## config.mk

```make
export PLATFORM = sky130hd
export DESIGN_NAME = writeback_unit_flat
export DESIGN_NICKNAME = d
export VERILOG_FILES = /design/src/rtl/writeback_unit_if.sv /design/src/rtl/writeback_unit.sv /design/src/flat_wrapper.sv
export SDC_FILE = /design/constraint.sdc
export NUM_CORES = 1
export LEC_CHECK = 0
export CAP_MARGIN = 20
export CORE_MARGIN = 4
export CORE_UTILIZATION = 43
export DETAILED_ROUTE_END_ITERATION = 7
export GPL_ROUTABILITY_DRIVEN = 1
export PLACE_DENSITY = 0.86
export SLEW_MARGIN = 20
export SYNTH_ARGS = -nofsm -noshare
export SYNTH_HDL_FRONTEND = slang
export SYNTH_SLANG_ARGS = --single-unit
```

## constraint.sdc

```tcl
create_clock -name clk -period 2.3 [get_ports clk]
set_clock_uncertainty 0.15 [all_clocks]
set_input_delay 0.46 -clock clk [delete_from_list [all_inputs] [get_ports clk]]
set_output_delay 0.46 -clock clk [all_outputs]
set_load 0.05 [all_outputs]
```

## src/rtl/writeback_unit_if.sv

```systemverilog
// Purpose : bundles the write-back stage handshake, memory response and register-file write buses.
// Latency : n/a (wiring only).
// Backpressure: wb_ready from the stage throttles wb_valid; memory response has no backpressure.
// Ports (master = upstream pipeline + data memory, slave = writeback_unit):
//   wb_valid/wb_ready handshake, wb_sel/reg_write/rd_addr/funct3/alu_result/pc_plus4/imm operands,
//   mem_rvalid/mem_rdata load response, rf_we/rf_waddr/rf_wdata register write, wb_stall, bus_err.
interface writeback_unit_if;
  logic        wb_valid;
  logic        wb_ready;
  logic [1:0]  wb_sel;
  logic        reg_write;
  logic [4:0]  rd_addr;
  logic [2:0]  funct3;
  logic [31:0] alu_result;
  logic [31:0] pc_plus4;
  logic [31:0] imm;
  logic        mem_rvalid;
  logic [31:0] mem_rdata;
  logic        rf_we;
  logic [4:0]  rf_waddr;
  logic [31:0] rf_wdata;
  logic        wb_stall;
  logic        bus_err;

  modport master (
    output wb_valid, wb_sel, reg_write, rd_addr, funct3, alu_result, pc_plus4, imm,
    output mem_rvalid, mem_rdata,
    input  wb_ready, rf_we, rf_waddr, rf_wdata, wb_stall, bus_err
  );

  modport slave (
    input  wb_valid, wb_sel, reg_write, rd_addr, funct3, alu_result, pc_plus4, imm,
    input  mem_rvalid, mem_rdata,
    output wb_ready, rf_we, rf_waddr, rf_wdata, wb_stall, bus_err
  );
endinterface

```

## src/rtl/writeback_unit.sv

```systemverilog
// Purpose : write-back stage; selects ALU/load/PC+4/IMM result and writes the register file.
// Latency : non-load 1 cycle accept->rf_we; load 1 cycle after mem_rvalid; timeout after MEM_TIMEOUT wait cycles.
// Backpressure: wb_ready low (wb_stall high) while a load waits for memory; upstream holds.
// Ports: clk, rst_n (async active-low) plain; all other signals via writeback_unit_if.slave wb.
module writeback_unit #(
  parameter int unsigned MEM_TIMEOUT = 255
) (
  input  logic              clk,
  input  logic              rst_n,
  writeback_unit_if.slave   wb
);

  typedef enum logic [0:0] {
    IDLE     = 1'b0,
    WAIT_MEM = 1'b1
  } state_t;

  // Abort fires on the edge where the wait counter would reach MEM_TIMEOUT,
  // so the stage spends exactly MEM_TIMEOUT cycles in WAIT_MEM.
  localparam logic [7:0] TIMEOUT_LAST = 8'(MEM_TIMEOUT - 1);

  state_t      state_q;
  logic [7:0]  cnt_q;
  logic [4:0]  ld_rd_q;
  logic        ld_we_q;
  logic [2:0]  ld_f3_q;
  logic [1:0]  ld_off_q;
  logic        rf_we_q;
  logic [4:0]  rf_waddr_q;
  logic [31:0] rf_wdata_q;
  logic        bus_err_q;

  logic [31:0] nonload_wdata_d;
  logic [31:0] load_wdata_d;

  function automatic logic [31:0] load_extend(input logic [2:0] f3, input logic [1:0] off,
                                              input logic [31:0] w);
    logic [7:0]  b;
    logic [15:0] h;
    b = w[{off, 3'b000} +: 8];
    h = off[1] ? w[31:16] : w[15:0];
    case (f3)
      3'b000:  load_extend = {{24{b[7]}}, b};
      3'b001:  load_extend = {{16{h[15]}}, h};
      3'b100:  load_extend = {24'h000000, b};
      3'b101:  load_extend = {16'h0000, h};
      default: load_extend = w;  // LW and the undefined encodings
    endcase
  endfunction

  always_comb begin
    nonload_wdata_d = wb.alu_result;
    case (wb.wb_sel)
      2'b10:   nonload_wdata_d = wb.pc_plus4;
      2'b11:   nonload_wdata_d = wb.imm;
      default: nonload_wdata_d = wb.alu_result;
    endcase
  end

  assign load_wdata_d = load_extend(ld_f3_q, ld_off_q, wb.mem_rdata);

  always_ff @(posedge clk or negedge rst_n) begin
    if (!rst_n) begin
      state_q    <= IDLE;
      cnt_q      <= 8'd0;
      ld_rd_q    <= 5'd0;
      ld_we_q    <= 1'b0;
      ld_f3_q    <= 3'd0;
      ld_off_q   <= 2'd0;
      rf_we_q    <= 1'b0;
      rf_waddr_q <= 5'd0;
      rf_wdata_q <= 32'd0;
      bus_err_q  <= 1'b0;
    end else begin
      rf_we_q   <= 1'b0;
      bus_err_q <= 1'b0;
      case (state_q)
        IDLE: begin
          // wb_ready is high throughout IDLE, so wb_valid alone means accept.
          if (wb.wb_valid) begin
            if (wb.wb_sel == 2'b01) begin
              ld_rd_q  <= wb.rd_addr;
              ld_we_q  <= wb.reg_write;
              ld_f3_q  <= wb.funct3;
              ld_off_q <= wb.alu_result[1:0];
              cnt_q    <= 8'd0;
              state_q  <= WAIT_MEM;
            end else if (wb.reg_write && (wb.rd_addr != 5'd0)) begin
              rf_we_q    <= 1'b1;
              rf_waddr_q <= wb.rd_addr;
              rf_wdata_q <= nonload_wdata_d;
            end
          end
        end
        WAIT_MEM: begin
          // rvalid is checked first so a response on the timeout cycle still completes.
          if (wb.mem_rvalid) begin
            state_q <= IDLE;
            if (ld_we_q && (ld_rd_q != 5'd0)) begin
              rf_we_q    <= 1'b1;
              rf_waddr_q <= ld_rd_q;
              rf_wdata_q <= load_wdata_d;
            end
          end else if (cnt_q == TIMEOUT_LAST) begin
            bus_err_q <= 1'b1;
            state_q   <= IDLE;
          end else begin
            cnt_q <= cnt_q + 8'd1;
          end
        end
        default: state_q <= IDLE;
      endcase
    end
  end

  assign wb.wb_ready = (state_q == IDLE);
  assign wb.wb_stall = (state_q == WAIT_MEM);
  assign wb.rf_we    = rf_we_q;
  assign wb.rf_waddr = rf_waddr_q;
  assign wb.rf_wdata = rf_wdata_q;
  assign wb.bus_err  = bus_err_q;

endmodule

```

## src/flat_wrapper.sv

```systemverilog
// flat-port wrapper written by rule: the top's interface ports become plain ports
module writeback_unit_flat 
#(
  parameter int unsigned MEM_TIMEOUT = 255
)
  (clk, rst_n, wb_wb_valid, wb_wb_sel, wb_reg_write, wb_rd_addr, wb_funct3, wb_alu_result, wb_pc_plus4, wb_imm, wb_mem_rvalid, wb_mem_rdata, wb_wb_ready, wb_rf_we, wb_rf_waddr, wb_rf_wdata, wb_wb_stall, wb_bus_err);
  writeback_unit_if wb_i ();
  input  logic clk;
  input  logic rst_n;
  input wire logic [$bits(wb_i.wb_valid)-1:0] wb_wb_valid;
  input wire logic [$bits(wb_i.wb_sel)-1:0] wb_wb_sel;
  input wire logic [$bits(wb_i.reg_write)-1:0] wb_reg_write;
  input wire logic [$bits(wb_i.rd_addr)-1:0] wb_rd_addr;
  input wire logic [$bits(wb_i.funct3)-1:0] wb_funct3;
  input wire logic [$bits(wb_i.alu_result)-1:0] wb_alu_result;
  input wire logic [$bits(wb_i.pc_plus4)-1:0] wb_pc_plus4;
  input wire logic [$bits(wb_i.imm)-1:0] wb_imm;
  input wire logic [$bits(wb_i.mem_rvalid)-1:0] wb_mem_rvalid;
  input wire logic [$bits(wb_i.mem_rdata)-1:0] wb_mem_rdata;
  output wire logic [$bits(wb_i.wb_ready)-1:0] wb_wb_ready;
  output wire logic [$bits(wb_i.rf_we)-1:0] wb_rf_we;
  output wire logic [$bits(wb_i.rf_waddr)-1:0] wb_rf_waddr;
  output wire logic [$bits(wb_i.rf_wdata)-1:0] wb_rf_wdata;
  output wire logic [$bits(wb_i.wb_stall)-1:0] wb_wb_stall;
  output wire logic [$bits(wb_i.bus_err)-1:0] wb_bus_err;
  assign wb_i.wb_valid = wb_wb_valid;
  assign wb_i.wb_sel = wb_wb_sel;
  assign wb_i.reg_write = wb_reg_write;
  assign wb_i.rd_addr = wb_rd_addr;
  assign wb_i.funct3 = wb_funct3;
  assign wb_i.alu_result = wb_alu_result;
  assign wb_i.pc_plus4 = wb_pc_plus4;
  assign wb_i.imm = wb_imm;
  assign wb_i.mem_rvalid = wb_mem_rvalid;
  assign wb_i.mem_rdata = wb_mem_rdata;
  assign wb_wb_ready = wb_i.wb_ready;
  assign wb_rf_we = wb_i.rf_we;
  assign wb_rf_waddr = wb_i.rf_waddr;
  assign wb_rf_wdata = wb_i.rf_wdata;
  assign wb_wb_stall = wb_i.wb_stall;
  assign wb_bus_err = wb_i.bus_err;
  writeback_unit #(.MEM_TIMEOUT(MEM_TIMEOUT)) u_core (.clk(clk), .rst_n(rst_n), .wb(wb_i));
endmodule
```

==> flow_summary.ini <==
[yosys]
yosys_warnings = 0
synth_edf_count = 0
synth_flop_cell = dfrtp_1
avgSynthCellArea_um2 = 8.11
synth_nets = 664
synthDistinctLibCells = 44
synth_seq_area_share_pct = 35.1
synth_seq_cells = 59
netlist_area_um2 = 4210
syn_inst = 519
async_flop_share_pct = 100

[final_layout]
final_core_utilization_pct = 70.1
drive_gt1_share_pct = 8.78
antenna_cells = 0
area_growth_pct = 56.0
nets = 846
fillerInstances = 744
fin_cells = 835

[worst_setup_path]
worstPathMaxFanout = 8
critPathSlowestCell = or4_4
worstSetupEndpointType = flip-flop
worstSetupPathType = in -> reg
crit_family = compound AO/OA/AOI/OAI gates
worstSetupStartpointType = input port
arrival_ns = 2.30
cpPeakStageDelay_ns = 0.56
critPathBufInv = 2
required_ns = 2.37
cp_cell_sequence = clkdlybuf4s50_1 > or4_4 > o2111ai_4 > buf_4 > o2bb2a_1 > a22o_1

[route]
wl_mm = 15.0
drt_first_pass_iters = 5
ant_nets = 0
drc = 0
num_vias = 4758
drtIter0Drc = 399
wl_per_cell_um = 17.9
avgViaCountPerCell = 5.70

[global_route]
antenna_found_initial = 0
grt-ovfl-total = 0
grt_max_degree = 65
grt_pass1_vias = 4717
grt_usage_pct = 25.9
grt_first_pass_wirelength_mm = 23.7

[timing]
min_period_ns = 2.23
report.final.setup_viol = 0
post-route-period-util_pct = 96.9
final_max_slew_viol_count = 0
fmax_mhz = 449
relSlewSlack_pct = 63.2
hold_violations = 0
fin_ws_ns = 0.0724
tightest_slew_ns = 0.550
rsz0062_at_grt = false

[power_and_ir_drop]
p_leak_nw = 2.84
p_per_area_nw_per_um2 = 798
ir_worst_vdd_mv = 0.614
finalPower_w = 0.00525

[placement]
port_buffers = 183
hpwl_mm = 11.5
dpl_worst_slack_ns = -0.272
place.gp.congestion = 0.928
place_inst = 818

[floorplan]
core_area_um2 = 9370
die_w_um = 107
fp.dieH_um = 107
die-area_um2 = 11400
start_util_pct = 44.9
std_cell_rows = 35
ios = 184

[clocking]
max-clock-path-buffers = 2
cts_setup_buffers = 0
path_clk_slew_ns = 0.07
cts_tree = built
cts_buffers = 9
clkSinkCount = 59
ctsRootBufferMaster = clkbuf_8
htree_num_levels = 3
clkLatencyLatePin_ns = 0.34

[outcome]
status = finished, final reports clean

[run]
maxCapViolations = 0

[worst_hold_path]
hp-class = reg -> reg
[where the power goes]
group | leakage, nW | switching [W] | total, W | internal (W)
clock network | 0.128 | 0.000418 | 0.00125 | 0.000829
logic | 1.98 | 0.00151 | 0.00251 | 0.000995
registers | 0.734 | 0.000192 | 0.00149 | 0.00130
[registers in the layout, indices dropped and copies added, names as in the netlist]
name	count
u_core.wb.rf_wdata	32
u_core.cnt_q	8
u_core.ld_f3_q	3
u_core.wb.rf_we	1
u_core.ld_rd_q	5
u_core.wb.rf_waddr	5
u_core.ld_we_q	1
u_core.ld_off_q	2
u_core.wb.wb_stall	1
u_core.wb.bus_err	1
[worst reg2reg max path: stages, from the launching register on]
cell	delay (ns)
dfrtp_1	0.40
or4_4	0.56
o2111ai_4	0.22
buf_4	0.29
o2bb2a_1	0.27
a22o_1	0.20
[area by class of cell]
| type | instances | area, um^2 | share of cell area [%] |
|---|---|---|---|
| inverters | 7 | 28.8 | 0.438 |
| clock inverters | 5 | 125 | 1.90 |
| clock buffers | 11 | 131 | 2.00 |
| well taps | 129 | 161 | 2.46 |
| repair buffers | 218 | 2140 | 32.6 |
| flip-flops and latches | 59 | 1480 | 22.5 |
| multi-input cells | 406 | 2510 | 38.1 |
[synthesized netlist by cell type (all sizes together), types with 7 or more instances]
master / count / area (um^2)
a211oi: 9 / 67.6
o21ai: 9 / 45.0
buf: 12 / 68.8
o211ai: 11 / 82.6
o31ai: 17 / 128
clkbuf: 35 / 131
nor2: 37 / 139
nand3: 23 / 115
a2bb2oi: 7 / 61.3
a211o: 7 / 61.3
dfrtp: 59 / 1480
nand2: 82 / 308
a21oi: 94 / 470
mux2i: 51 / 510
nor2b: 11 / 68.8
[kinds of logic (layout without fill, tap and decap cells)]
kind of cell,Yosys count,count (layout),share of synthesized area [%]
and+or+nand+nor,175,175,18.7
muxes,52,52,12.7
AOI/OAI and AO/OA,177,177,27.6
adders and majority gates,2,2,0.594
DFF,59,59,35.1
buffers and inverters,54,241,5.44
[through the flow]
step / hold WS, ns / area, um^2 / TNS (ns)
after CTS: 0.328 / 6570 / 0
after global routing: 0.376 / 6570 / 0
final: 0.334 / 6570 / 0
after detailed placement: 0.257 / 6300 / -8.55
after floorplan: 0.0144 / 4210 / 0
after global placement: 0.241 / 6300 / -7.23
[layer usage]
metal	GRT usage [%]	part of all wire (%)
met5	0	0
met4	9.41	2.6
met3	6.74	8.8
met2	44.6	50
met1	31.1	38
[final timing paths]
path / start / endpoint / slack, ns / cells after the start
worst max-delay path: wb_rd_addr[2] / u_core.wb.rf_wdata[8] / 0.07 / 6
worst min-delay path: u_core.cnt_q[6] / u_core.cnt_q[6] / 0.33 / 1
worst max register to register: u_core.ld_rd_q[2] / u_core.wb.rf_wdata[8] / 0.08 / 5
worst min register to register: u_core.cnt_q[6] / u_core.cnt_q[6] / 0.33 / 1
max in group asynchronous: rst_n / u_core.wb.rf_wdata[1] / 1.04 / 3
min in group asynchronous: rst_n / u_core.ld_rd_q[2] / 0.42 / 2
[placed cells by master, fill, tap and decap left out, types with 7 or more instances in the layout]
| master | instances |
|---|---|
| a2bb2oi_1 | 7 |
| dfrtp_1 | 58 |
| nor2_1 | 37 |
| a21oi_1 | 94 |
| clkdlybuf4s50_1 | 178 |
| o31ai_1 | 17 |
| a211oi_1 | 9 |
| nor2b_1 | 11 |
| mux2i_1 | 51 |
| nand2_1 | 82 |
| clkbuf_8 | 9 |
| a211o_1 | 7 |
| nand3_1 | 23 |
| o211ai_1 | 11 |
| o21ai_0 | 9 |
| buf_4 | 31 |
[timing repair]
item,4_1_cts,5_1_grt
gates resized for setup,0,0
endpoints found under the hold margin,14,0
hold buffers,1,0
Power figures use the tool's default switching activity.
